`src/rtl/lsu_pkg.sv`:
```
// Shared constants for the load/store unit: address width, access-size codes,
// FSM state encodings and the alignment and lane-mask helpers.
package lsu_pkg;

  localparam int ADDR_W_DEFAULT = 16;

  localparam logic [1:0] SIZE_BYTE   = 2'b00;
  localparam logic [1:0] SIZE_HALF   = 2'b01;
  localparam logic [1:0] SIZE_WORD   = 2'b10;
  localparam logic [1:0] SIZE_DOUBLE = 2'b11;

  localparam logic [2:0] ST_IDLE = 3'd0;
  localparam logic [2:0] ST_RD   = 3'd1;
  localparam logic [2:0] ST_CAP  = 3'd2;
  localparam logic [2:0] ST_WR   = 3'd3;
  localparam logic [2:0] ST_DONE = 3'd4;
  localparam logic [2:0] ST_ERR  = 3'd5;

  function automatic logic isMisaligned(input logic [1:0] size, input logic [2:0] offset);
    case (size)
      SIZE_HALF:   return offset[0];
      SIZE_WORD:   return |offset[1:0];
      SIZE_DOUBLE: return |offset;
      default:     return 1'b0;
    endcase
  endfunction

  // Byte lanes covered by an access of the given size, before shifting to its offset.
  function automatic logic [7:0] laneMask(input logic [1:0] size);
    case (size)
      SIZE_BYTE: return 8'h01;
      SIZE_HALF: return 8'h03;
      SIZE_WORD: return 8'h0F;
      default:   return 8'hFF;
    endcase
  endfunction

endpackage

```
`src/rtl/lsu_lanes.sv`:
```
// Combinational lane logic: extracts and extends a load lane from a doubleword,
// and merges store data into a doubleword for read-modify-write.
module lsu_lanes
  import lsu_pkg::*;
(
  input  logic [1:0]  size,
  input  logic [2:0]  offset,
  input  logic        signExt,
  input  logic [63:0] dataRead,
  input  logic [63:0] wdata,
  output logic [63:0] loadData,
  output logic [63:0] mergeData
);

  logic [63:0] shiftedRead;
  logic [63:0] shiftedWrite;
  logic [7:0]  sizeMask;
  logic [7:0]  byteEn;
  logic        signBit;

  assign shiftedRead  = dataRead >> {offset, 3'b000};
  assign shiftedWrite = wdata << {offset, 3'b000};
  assign sizeMask     = laneMask(size);
  // Aligned accesses never shift lanes past byte 7, so truncation is safe.
  assign byteEn       = sizeMask << offset;

  always_comb begin
    signBit = 1'b0;
    case (size)
      SIZE_BYTE: signBit = shiftedRead[7];
      SIZE_HALF: signBit = shiftedRead[15];
      SIZE_WORD: signBit = shiftedRead[31];
      default:   signBit = shiftedRead[63];
    endcase
  end

  genvar gi;
  generate
    for (gi = 0; gi < 8; gi++) begin : gLane
      assign loadData[8*gi +: 8]  = sizeMask[gi] ? shiftedRead[8*gi +: 8] : {8{signExt & signBit}};
      assign mergeData[8*gi +: 8] = byteEn[gi] ? shiftedWrite[8*gi +: 8] : dataRead[8*gi +: 8];
    end
  endgenerate

endmodule

```
`src/rtl/load_store_unit.sv`:
```
// Load/store unit bridging byte/half/word/doubleword accesses onto a
// doubleword-wide memory port with one-cycle read latency.
module load_store_unit
  import lsu_pkg::*;
#(
  parameter int ADDR_W = ADDR_W_DEFAULT
) (
  input  logic              clk,
  input  logic              rst_n,
  input  logic              req,
  output logic              ready,
  input  logic              is_store,
  input  logic [1:0]        size,
  input  logic              sign_ext,
  input  logic [ADDR_W-1:0] addr,
  input  logic [63:0]       wdata,
  output logic [63:0]       rdata,
  output logic              done,
  output logic              misalign,
  output logic [ADDR_W-4:0] direccion,
  output logic [63:0]       dataWrite,
  output logic              memWr,
  input  logic [63:0]       dataRead
);

  logic [2:0]        stateReg;
  logic [2:0]        stateNext;
  logic [ADDR_W-1:0] addrReg;
  logic [1:0]        sizeReg;
  logic              storeReg;
  logic              signReg;
  logic [63:0]       wdataReg;
  logic [63:0]       wbufReg;
  logic [63:0]       rdataReg;
  logic [63:0]       loadData;
  logic [63:0]       mergeData;
  logic              accept;

  assign accept = req & ready;

  always_comb begin
    stateNext = stateReg;
    case (stateReg)
      ST_IDLE: begin
        if (req) begin
          if (isMisaligned(size, addr[2:0]))         stateNext = ST_ERR;
          else if (is_store && size == SIZE_DOUBLE) stateNext = ST_WR;
          else                                      stateNext = ST_RD;
        end
      end
      ST_RD:   stateNext = ST_CAP;
      ST_CAP:  stateNext = storeReg ? ST_WR : ST_DONE;
      ST_WR:   stateNext = ST_DONE;
      default: stateNext = ST_IDLE;
    endcase
  end

  always_ff @(posedge clk or negedge rst_n) begin
    if (!rst_n) begin
      stateReg <= ST_IDLE;
      addrReg  <= '0;
      sizeReg  <= SIZE_BYTE;
      storeReg <= 1'b0;
      signReg  <= 1'b0;
      wdataReg <= '0;
      wbufReg  <= '0;
      rdataReg <= '0;
    end else begin
      stateReg <= stateNext;
      if (accept) begin
        addrReg  <= addr;
        sizeReg  <= size;
        storeReg <= is_store;
        signReg  <= sign_ext;
        wdataReg <= wdata;
        // A doubleword store skips the read, so its write buffer is the raw data.
        wbufReg  <= wdata;
      end
      if (stateReg == ST_CAP) begin
        if (storeReg) wbufReg  <= mergeData;
        else          rdataReg <= loadData;
      end
    end
  end

  lsu_lanes uLanes (
    .size      (sizeReg),
    .offset    (addrReg[2:0]),
    .signExt   (signReg),
    .dataRead  (dataRead),
    .wdata     (wdataReg),
    .loadData  (loadData),
    .mergeData (mergeData)
  );

  assign ready     = (stateReg == ST_IDLE);
  assign done      = (stateReg == ST_DONE) || (stateReg == ST_ERR);
  assign misalign  = (stateReg == ST_ERR);
  assign memWr     = (stateReg == ST_WR);
  assign dataWrite = memWr ? wbufReg : '0;
  assign rdata     = rdataReg;
  assign direccion = (stateReg == ST_RD || stateReg == ST_CAP || stateReg == ST_WR)
                   ? addrReg[ADDR_W-1:3] : '0;

endmodule

```
`config.mk`:
```
export PLATFORM = sky130hd
export DESIGN_NAME = load_store_unit
export DESIGN_NICKNAME = d
export VERILOG_FILES = /design/src/rtl/lsu_pkg.sv /design/src/rtl/lsu_lanes.sv /design/src/rtl/load_store_unit.sv
export SDC_FILE = /design/constraint.sdc
export NUM_CORES = 1
export LEC_CHECK = 0
export ABC_AREA = 1
export CORE_MARGIN = 3
export CORE_UTILIZATION = 48
export DETAILED_ROUTE_END_ITERATION = 10
export HOLD_SLACK_MARGIN = 0.03
export PLACE_DENSITY = 0.76
export SLEW_MARGIN = 30
export SYNTH_ARGS = -nofsm -noshare
export SYNTH_HDL_FRONTEND = slang
export SYNTH_SLANG_ARGS = --single-unit
```
`constraint.sdc`:
```
create_clock -name clk -period 2.25 [get_ports clk]
set_clock_uncertainty 0.15 [all_clocks]
set_input_delay 0.45 -clock clk [delete_from_list [all_inputs] [get_ports clk]]
set_output_delay 0.45 -clock clk [all_outputs]
set_load 0.01 [all_outputs]
```
==> flow_summary.toml, run 1 <==
[floorplanning]
pin_count = 296
coreArea_mm2 = 0.0263
dieArea_mm2 = 0.0290
die_y_um = 170
fp.dieW_um = 170
initial_core_util_pct = 49.2
row_count = 59

[placement]
portBuffers = 295
place.gp.congestion = 1.06
dp_hpwl_um = 42100

[worst_setup_path]
cpLargestDelayFamily = "buffers and inverters"
critPathArrivalTime_ns = 1.87
r2r_end = "wbufReg[61]"
cp_data_required_time_ns = 1.65
cp-end-kind = "output port"
reg2reg_from = "stateReg[0]"
slowest_stage = "dfrtp_1"
crit_fanout = 64
path_cells = "inv_1 > nor3_4 > inv_2 > buf_12 > nor2_1 > clkdlybuf4s15_2"
reg2regPathDepth = 9
critPathKind = "flip-flop to output port"
cpPeakStageDelay_ns = 0.37
crit_path_start_kind = "flip-flop"
reg2reg_slack_ns = -0.02
crit_buf_inv = 4

[timing]
worst_hold_slack_ns = 0.313
tns_ns = -11.53
fin_crit_sh_pct = 110
relSlewSlack_pct = 63.2
worstMarginPinSlew_ns = 0.546
grt_setup_unrepaired = "true"
fin_crit_ns = 2.47
fin_ws_ns = -0.219
report.final.slew_viol_count = 0
max_freq_ghz = 0.405
finalHoldViolations = 0
setup_viol = 78

[yosys]
ys_ff_latch = 215
synth_top_flop_cell = "dfrtp_1"
synth_top_area_cell = "dfrtp_1"
async_flop_share_pct = 100
synth.area.top_cells = "dfrtp_1 42%, nand2_1 15%, o21ai_0 11%"
synth.distinct_cells = 37
synth_edf_count = 0
syn-cell-area_mm2 = 0.0129
ys_seq_area_share_pct = 41.6
synth_fp_nets = 2028
synth_top_cell_area_share_pct = 41.6
yosysWarningCount = 0
syn_inst = 1877
synth.avg_cell_area_um2 = 6.89

[global_route]
grt_max_degree = 82
track_usage_pct = 37.6
grt_pass1_wl_um = 84300
grt_pass1_vias = 14709
grt_overflow_total = 0
antenna_found_initial = 0

[clock_tree]
cts_buffers = 25
cts_sinks = 215
ctsHtreeMaxLevel = 1
clkSlewWorstSetupHoldPaths_ns = 0.06
worst_skew_pair.late_latency_ns = 0.54
cts_tree = "yes"
cts_root_buffer = "clkbuf_16"
clock_path_buffers = 3

[cells_and_area]
layout-drive-gt1-share_pct = 17.9
fillCellCount = 2156
multi_input_comb_area_mm2 = 0.00639
area_growth_pct = 43.8
nNetsFinal = 2417
seqCellArea_mm2 = 0.00539
antenna_cells = 0

[status]
violations = "negative setup slack"
outcome = "finished, violations left"

[routing]
drc = 0
dr_total_vias = 15092
drt-initial-drc-count = 2098
via_per_inst = 5.76
wl_per_cell_um = 21.6
wl_um = 56500
drt_pass1_iterations = 6
ant_nets = 0

[flow_run]
maxCapViolations = 0

[power]
p_sw_share_pct = 46.4
power_switching_mw = 13.2
leakage_nw = 8.72
power.density_mw_per_mm2 = 1530
total_power_mw = 28.4
vdd_drop_max_v = 0.000988
pwr-share-seq_pct = 24.0
clock_power_share_pct = 16.0
p_comb_share_pct = 60.0
power.internal_mw = 15.2

[min_path]
hold_path_class = "primary input to asynchronous set/reset pin"
## per-stage QoR
stage               util (%)  std cells  cell area [um2]  setup WS (ns)
global placement        66.2       2566            17400         -0.101
finish                  70.8       2619            18600         -0.219
floorplan                  -       1877            12900          0.248
CTS                     69.8       2615            18300         -0.175
global route            70.8       2619            18600         -0.274
detailed placement      66.2       2566            17400         -0.148
## placed cells by master (no fill, tap or decap), types with 4 or more instances in the layout
cell type          n
nand2_1          502
o21ai_0          269
dfrtp_1          213
clkdlybuf4s50_1  213
inv_1            192
nor2_1           170
buf_4            162
a21oi_1          105
nand3_1           70
clkdlybuf4s15_2   52
o211ai_1          49
o21ai_1           28
nor2_2            26
clkbuf_16         25
buf_12            23
buf_2             21
o221ai_1          14
nor2_4            13
a21oi_2           12
buf_6             10
inv_2              8
o31ai_1            8
nor3_1             8
or2_2              8
a32oi_1            6
a31oi_1            6
clkinv_2           6
bufinv_16          6
nand2_2            5
inv_4              4
nand3_2            4
clkbuf_1           4
clkbuf_8           4
## flip-flops by register name, summed over array words and instances, names as in the netlist
signal,cells
rdata,64
wbufReg,64
wdataReg,64
addrReg,16
stateReg,3
sizeReg,2
signReg,1
storeReg,1
## power groups by stage
stage               Clock (mW)  Sequential [mW]  Combinational [mW]
detailed placement           0             6.79                16.0
global placement             0             6.73                15.8
finish                    4.55             6.82                17.1
global route              4.73             6.99                18.3
CTS                       4.55             6.76                16.2
floorplan                    0             6.72                8.51
## layer usage
layer  wire [um]  GRT usage (%)  up-vias
li1            -              -     6872
met1       22800           51.8     7100
met2       25300           59.0      960
met3        5810           7.25      160
met4        2580           14.7        0
met5           0              0        -
## repair_timing
item	4_1_cts	5_1_grt
hold buffers	1	0
cloned	1	1
buffers inserted	2	5
setup endpoints to repair	106	135
pin swaps	1	7
hold endpoints to repair	40	0
gates resized for setup	279	76
## Yosys cell counts (11+ instances only)
master / count
a21oi_1: 107
inv_1: 196
o21ai_0: 280
o21ai_1: 19
nor2_1: 203
nand3_1: 70
nor3_1: 11
o221ai_1: 14
o211ai_1: 49
nand2_1: 504
buf_2: 48
dfrtp_1: 215
clkbuf_1: 59
## worst max path at each step
stage / startpoint / end / cells past startpoint
after CTS: stateReg[0] / dataWrite[30] / 6
after detailed placement: sizeReg[1] / rdata[19] / 7
after floorplan: stateReg[2] / dataWrite[10] / 4
after global placement: sizeReg[1] / rdata[21] / 7
after global routing: stateReg[0] / dataWrite[46] / 6
final: stateReg[0] / dataWrite[34] / 6
## cell families (layout without fill, tap and decap cells)
group | after synthesis | in the layout | synth area share [%]
AND/OR/NAND/NOR | 817 | 818 | 25.4
AO/OA/AOI/OAI | 513 | 513 | 22.2
buffers and inverters | 332 | 738 | 10.8
flip-flops | 215 | 215 | 41.6
## final cells by class
type / instances / area share, %
sequential: 215 / 29.0
clock buffer: 32 / 3.67
timing repair buffer: 488 / 25.4
tap: 335 / 2.25
multi-input combinational: 1331 / 34.4
clock inverter: 13 / 1.18
inverter: 205 / 4.21
(Power assumes the default switching activity.)
==> run 2, diff against run 1 <==
SETUP_SLACK_MARGIN = 0.1   (was default)
clock period = 2.5 ns   (was 2.25 ns; I/O delays follow)
==> flow_summary.toml, run 2 (synthesized netlist as in run 1, its figures left out) <==
[worst_setup_path]
critPathArrivalTime_ns = 1.97
reg2reg_from = "addrReg[0]"
cp-end-kind = "output port"
crit_fanout = 16
critPathKind = "flip-flop to output port"
reg2reg_slack_ns = 0.14
reg2regPathDepth = 9
critPathLaunch = "stateReg[1]"
crit_path_start_kind = "flip-flop"
cp_data_required_time_ns = 1.85
r2r_end = "wbufReg[48]"

[routing]
ant_nets = 0
wl_um = 54800
dr_total_vias = 14639
drt-initial-drc-count = 1939
drt_pass1_iterations = 6
wl_per_cell_um = 21.6
via_per_inst = 5.78
drc = 0

[global_route]
grt_pass1_vias = 13932
antenna_found_initial = 0
track_usage_pct = 36.4
grt_overflow_total = 0
grt_pass1_wl_um = 81700
grt_max_degree = 82

[status]
outcome = "finished, violations left"
violations = "negative setup slack"

[cells_and_area]
antenna_cells = 0
nNetsFinal = 2331
layout-drive-gt1-share_pct = 14.5
area_growth_pct = 37.0
layout_commonest_cell = "nand2_1"
fin_cells = 2534
most-common-layout-cells = "502 x nand2_1, 277 x o21ai_0, 213 x clkdlybuf4s50_1"
fillCellCount = 2281

[floorplanning]
initial_core_util_pct = 49.2
row_count = 59
dieArea_mm2 = 0.0290
fp.dieW_um = 170
coreArea_mm2 = 0.0263
pin_count = 296
die_y_um = 170

[timing]
worst_hold_slack_ns = 0.280
setup_viol = 56
report.final.slew_viol_count = 0
worstMarginPinSlew_ns = 0.838
relSlewSlack_pct = 43.7
fin_crit_ns = 2.62
tns_ns = -4.89
finalHoldViolations = 0
max_freq_ghz = 0.382
fin_ws_ns = -0.117
fin_crit_sh_pct = 105
grt_setup_unrepaired = "true"

[power]
leakage_nw = 8.23
total_power_mw = 23.8
vdd_drop_max_v = 0.000849
power.density_mw_per_mm2 = 1340

[placement]
dp.cells = 2469
dp_hpwl_um = 39700
place.gp.congestion = 1.02
place_ws_ns = -0.00938
portBuffers = 295

[clock_tree]
ctsHtreeMaxLevel = 1
cts_sinks = 215
worst_skew_pair.late_latency_ns = 0.54
clkSlewWorstSetupHoldPaths_ns = 0.06
cts_buffers = 26
clock_path_buffers = 3
cts_root_buffer = "clkbuf_16"
cts_tree = "yes"

[flow_run]
maxCapViolations = 0

[min_path]
hold_path_class = "primary input to asynchronous set/reset pin"
[run 2: changes by cell type in the layout (fill, tap and decap cells not counted), sizes merged, moves of 2 or more]
cell           delta
clkinvlp          +3
inv               -3
dlymetal6s2s      +2
buf              -93
clkdlybuf4s15     +3
clkbuf            +9
bufinv            -4
[run 2: power by group]
part           internal (mW)  total [mW]  switching [mW]
sequential              5.17        6.11           0.933
clock                   2.28        3.81            1.54
combinational           4.99        13.9            8.86
total                   12.4        23.8            11.3
[run 2: area by class of cell]
| cell class | count | area, um2 | area share, % |
|---|---|---|---|
| Sequential cell | 215 | 5390 | 30.4 |
| Timing Repair inverter | 1 | 7.51 | 0.0424 |
| Clock inverter | 8 | 100 | 0.565 |
| Multi-Input combinational cell | 1330 | 6300 | 35.6 |
| Clock buffer | 39 | 751 | 4.24 |
| Inverter | 205 | 786 | 4.44 |
| Timing Repair Buffer | 401 | 3960 | 22.3 |
| Tap cell | 335 | 419 | 2.37 |
[run 2: layer usage]
layer,up-vias,GRT usage (%),routed length [um]
met1,6938,52.8,22700
met2,872,55.8,24300
met5,-,0,0
met3,134,6.09,5500
met4,0,12.2,2330
li1,6695,-,-
[run 2: worst max-delay path by stage]
stage,to,depth (start not counted),slack (ns)
after floorplan,dataWrite[10],4,0.45
after global placement,wbufReg[29],8,-0.002
after detailed placement,wbufReg[29],8,-0.009
after CTS,ready,4,-0.07
after global routing,dataWrite[7],6,-0.18
final,dataWrite[30],6,-0.12
[run 2: timing repair]
action                                  CTS  global route
cloned                                    1             3
hold buffers                              1             0
pin swaps                                 2             1
endpoints found under the setup margin   87           100
setup buffers                             9             4
hold endpoints to repair                 55             0
gates resized for setup                 256            69
[run 2: worst max-delay path, stage by stage, from the launching register on]
cell	delay, ns
dfrtp_1	0.41
inv_2	0.08
nor3_4	0.23
inv_4	0.13
clkbuf_16	0.22
nor2_1	0.10
clkdlybuf4s15_2	0.23
[run 2: per-stage QoR]
step	instance area, um2	util (%)
after floorplan	12900	-
after global placement	16500	63.0
after detailed placement	16500	63.0
after CTS	17500	66.7
after global routing	17700	67.4
final	17700	67.4
==> run 3, diff against run 2 <==
PLACE_DENSITY = 0.79   (was 0.76)
==> flow_summary.toml, run 3 (synthesized netlist as in run 1, its figures left out) <==
[global_route]
grt_overflow_total = 0
track_usage_pct = 37.7
grt_max_degree = 82
grt_pass1_vias = 14233
grt_pass1_wl_um = 83800
antenna_found_initial = 2

[placement]
place.gp.congestion = 0.997
dp_hpwl_um = 41600
dp.cells = 2477
portBuffers = 295

[cells_and_area]
layout_commonest_cell = "nand2_1"
seqCellArea_mm2 = 0.00539
nNetsFinal = 2335
most-common-layout-cells = "503 x nand2_1, 280 x o21ai_0, 213 x clkdlybuf4s50_1"
fin_cells = 2537
utilization_pct = 67.2
fillCellCount = 2327
multi_input_comb_area_mm2 = 0.00624
layout-drive-gt1-share_pct = 13.7
antenna_cells = 0
area_growth_pct = 36.5

[timing]
worstMarginPinSlew_ns = 0.646
grt_setup_unrepaired = "true"
fin_crit_ns = 2.60
report.final.slew_viol_count = 0
fin_ws_ns = -0.0954
fin_crit_sh_pct = 104
setup_viol = 53
max_freq_ghz = 0.385
finalHoldViolations = 0
relSlewSlack_pct = 57.0

[routing]
drt_pass1_iterations = 6
drt-initial-drc-count = 1767
dr_total_vias = 14637
wl_per_cell_um = 22.0
drc = 0
wl_um = 55800
ant_nets = 0
via_per_inst = 5.77

[worst_setup_path]
cp_data_required_time_ns = 1.85
cpLargestDelayFamily = "buffers and inverters"
crit_buf_inv = 5
critPathKind = "flip-flop to output port"
slowest_stage = "dfrtp_1"
cpPeakStageDelay_ns = 0.36
crit_fanout = 64
critPathArrivalTime_ns = 1.95
path_cells = "buf_6 > inv_4 > nor3_4 > inv_2 > buf_12 > nor2_1 > clkdlybuf4s15_2"
cp-end-kind = "output port"
crit_path_start_kind = "flip-flop"

[clock_tree]
cts_root_buffer = "clkbuf_16"
worst_skew_pair.late_latency_ns = 0.55
clkSlewWorstSetupHoldPaths_ns = 0.06
cts_sinks = 215
cts_tree = "yes"
ctsHtreeMaxLevel = 1
cts_buffers = 25
clock_path_buffers = 3

[floorplanning]
initial_core_util_pct = 49.2
row_count = 59
dieArea_mm2 = 0.0290
die_y_um = 170
coreArea_mm2 = 0.0263
fp.dieW_um = 170
pin_count = 296

[status]
outcome = "finished, violations left"
violations = "negative setup slack"

[flow_run]
maxCapViolations = 0

[power]
vdd_drop_max_v = 0.000911
leakage_nw = 8.25
power.density_mw_per_mm2 = 1350
total_power_mw = 23.8

[min_path]
hold_path_class = "flip-flop to flip-flop"
run 3: changes by cell type in the layout (fill, tap and decap cells not counted), sizes merged:
cell	previous run	this run
buf	125	129
clkinvlp	4	6
clkbuf	42	36
inv	202	206
clkinv	6	5
run 3: worst paths after layout:
path | from | slack (ns) | end | depth (start not counted)
max | stateReg[0] | -0.1 | dataWrite[12] | 7
min | rdata[39] | 0.33 | rdata[39] | 2
max reg2reg | addrReg[0] | 0.20 | wbufReg[51] | 9
min reg2reg | rdata[39] | 0.33 | rdata[39] | 2
max in group asynchronous | rst_n | 1.08 | rdata[34] | 3
min in group asynchronous | rst_n | 0.37 | rdata[52] | 2
run 3: report_power, final:
group	switching [mW]	internal, mW
Combinational	8.95	4.92
Sequential	0.918	5.18
Clock	1.60	2.23
Total	11.5	12.3
run 3: final cells by class:
type	count	share of cell area (%)
inverters	205	4.42
well taps	335	2.37
repair buffers	406	22.5
flip-flops and latches	215	30.5
clock buffers	32	4.03
multi-input cells	1330	35.3
clock inverters	13	0.794
repair inverters	1	0.0425
run 3: tightest hold or removal path, delay by kind of cell (launching register included):
kind | cells | cell delay, ns
and+or+nand+nor | 2 | 0.11
DFF | 1 | 0.34
run 3: repair_timing:
item | CTS | global route
hold buffers | 1 | 0
pin swaps | 2 | 2
endpoints found under the hold margin | 57 | 0
resized for setup | 246 | 40
endpoints found under the setup margin | 80 | 96
buffers inserted | 6 | 7
cloned | 1 | 0
run 3: through the flow:
| stage | hold WS, ns | setup WS (ns) | area (um2) | setup TNS [ns] |
|---|---|---|---|---|
| final | 0.332 | -0.0954 | 17700 | -2.91 |
| after global routing | 0.362 | -0.142 | 17700 | -6.87 |
| after CTS | 0.330 | -0.0846 | 17500 | -2.81 |
| after detailed placement | 0.315 | 0.119 | 16600 | 0 |
| after global placement | 0.320 | 0.122 | 16600 | 0 |
| after floorplan | 0.0544 | 0.448 | 12900 | 0 |
run 3: layer usage:
| layer | global-route usage, % | part of all wire (%) | wire length [um] | vias to the layer above |
|---|---|---|---|---|
| met5 | 0 | 0.025 | 14 | - |
| met4 | 15.1 | 4.8 | 2690 | 2 |
| met3 | 9.29 | 11 | 5970 | 159 |
| met2 | 57.3 | 44 | 24400 | 836 |
| met1 | 52.1 | 41 | 22800 | 6938 |
| li1 | - | - | - | 6702 |
==> variant (flow settings as in run 1) <==
Set the package constant `ADDR_W_DEFAULT` to 15 (it was 16).
--- a/src/rtl/lsu_pkg.sv
+++ b/src/rtl/lsu_pkg.sv
@@ -4,3 +4,3 @@
 
-  localparam int ADDR_W_DEFAULT = 16;
+  localparam int ADDR_W_DEFAULT = 15;
 
Ports: changed (resized addr and direccion); port bits go from 296 to 294. No check against the original RTL was run, so the function may have changed too.
==> variant against run 1 <==
- the run still ends with negative setup slack left
- combinational power down 5%
- maximum frequency up 2.0%
- synthesized cell count down 0.96%
- final area down 2.6%
- total power down 4.9%
- sequential share of layout area up 0.64 points
- area after synthesis up 0.91%
- routed wire length down 2.4%
- worst setup slack better by 49 ps
- sequential cell count down 1
- critical path type unchanged
- critical endpoint is now dataWrite[15]
- largest cell class unchanged
- highest routed layer unchanged
==> variant: results (changes against run 1) <==
metric;value;unit;change
clk_lat worst skew;530;ps;
Synth Area per Inst;7.02;um^2;was 6.89 um^2
Yosys cell types;43;;was 37
final hold slack;292;ps;was 313 ps
beginning of the critical path;stateReg[1];;was stateReg[0]
share of cells above drive strength 1;18.1;%;was 17.9%
final net count;2352;;was 2,417
Worst R2R End;rdata[15];;was wbufReg[61]
worst path arrival time;1820;ps;was 1870 ps
reg2reg path depth;9;;unchanged
XOR/XNOR Fraction of Synth Area;0;%;unchanged
delay-heaviest family, CP;buffers and inverters;;unchanged
average vias per placed instance;5.73;;was 5.76
Filler Cells Inserted;2295;;was 2,156
worst-margin pin slew;513;ps;was 546 ps
CTS root buffer;clkbuf_16;;unchanged
violated checks;negative setup slack;;unchanged
Async SR Flop Fraction;100;%;unchanged
vias in the first global route;13900;;was 14,700
RePlAce Congestion;1.00;;was 1.06
Max clock buf depth;3;;unchanged
hpwl dp;39800;um;was 42,100 um
Worst R2R Start;stateReg[2];;was stateReg[0]
placed insts;2487;;was 2,566
post-route setup slack;-170;ps;was -219 ps
final hold vios;0;;unchanged
CTS buffer count;24;;was 25
global-route wire length before repair;80100;um;was 84,300 um
Slowest-stage cell, CP;dfrtp_1;;unchanged
ANT cells;0;;unchanged
synth top area cells;dfrtp_1, nand2_1, o21ai_0;;unchanged
max incr delay on CP;360;ps;
Hold Path Class;input pin to asynchronous set/reset pin;;unchanged
H-tree level count;1;;unchanged
post-synthesis mux area share;0.460;%;was 0%
Critical Path Fanout Max;8;;was 64
Peak VDD IR;1.02;mV;was 0.988 mV
post-synthesis compound-gate area fraction;22.8;%;was 22.2%
WL/cell;21.6;um;about the same
Finish-stage setup viols;75;;was 78
R2R Setup Slk;10;ps;was -20 ps
switch share;47.4;%;was 46.4%
post-route insts no fill;2553;;was 2,619
Port Buf Inserts;293;;was 295
status;finished, violations left;;unchanged
leakage;8.60;nW;was 8.72 nW
sequential area share after synthesis;41.0;%;was 41.6%
syn nets;2009;;was 2,028
Setup TNS;-9430;ps;was -11,530 ps
GR Util All Layers;35.4;%;was 37.6%
CP Capture Point;dataWrite[15];;was dataWrite[34]
initial drt markers;1899;;was 2,098
Pre-antenna DRT Iters;6;;unchanged
Synth top cells by count;nand2_1, o21ai_0, dfrtp_1, inv_1, nor2_1;;was nand2_1, o21ai_0, dfrtp_1, nor2_1, inv_1
pre-CTS WS;-80.8;ps;was -148 ps
DP Area;0.0169;mm^2;was 0.0174 mm^2
variant: changes by cell type after synthesis, sizes merged, moves of 6 or more:
cell,delta
nor2,-10
mux2i,+6
buf,+8
o221ai,-6
nand2,-13
nand3,-9
clkbuf,-8
o21bai,+9
variant: layout make-up:
class / instances / area [um^2] / area share, %
Clock buffer: 31 / 668 / 3.69
Clock inverter: 11 / 148 / 0.815
Inverter: 200 / 779 / 4.30
Tap cell: 335 / 419 / 2.31
Multi-Input combinational cell: 1318 / 6520 / 36.0
Sequential cell: 214 / 5360 / 29.6
Timing Repair Buffer: 442 / 4190 / 23.2
Timing Repair inverter: 2 / 18.8 / 0.104
variant: cells by family after synthesis:
family | count (synthesis)
and+or+nand+nor | 785
DFF | 214
AOI/OAI and AO/OA | 527
muxes | 6
buffers and inverters | 327
variant: power by group through the flow:
stage	combinational, mW	sequential [mW]	clock (mW)
after floorplan	8.81	6.70	0
after global placement	14.9	6.71	0
after detailed placement	15.1	6.76	0
after CTS	15.3	6.69	4.16
after global routing	17.4	6.88	4.33
final	16.2	6.72	4.15
variant: worst reg2reg max path: stages (launching register included):
cell and delay [ps]:
dfrtp_1 440, buf_6 150, buf_4 130, nor3_1 200, inv_1 140, nor2_4 160, inv_1 210, buf_4 270
a31oi_1 200, a21oi_1 90
variant: routing by layer:
layer  wire length (um)  global-route usage, %
met5                  0                      0
met3               5350                   6.89
met4               2090                   11.8
met1              22600                   49.0
met2              25200                   56.3
variant: what timing repair did:
| item | in CTS | in global routing |
|---|---|---|
| resized for setup | 274 | 180 |
| hold buffers | 1 | 0 |
| gates cloned | 1 | 10 |
| setup buffers | 6 | 6 |
| hold endpoints to repair | 45 | 0 |
| endpoints found under the setup margin | 82 | 95 |
| pin swaps | 3 | 7 |
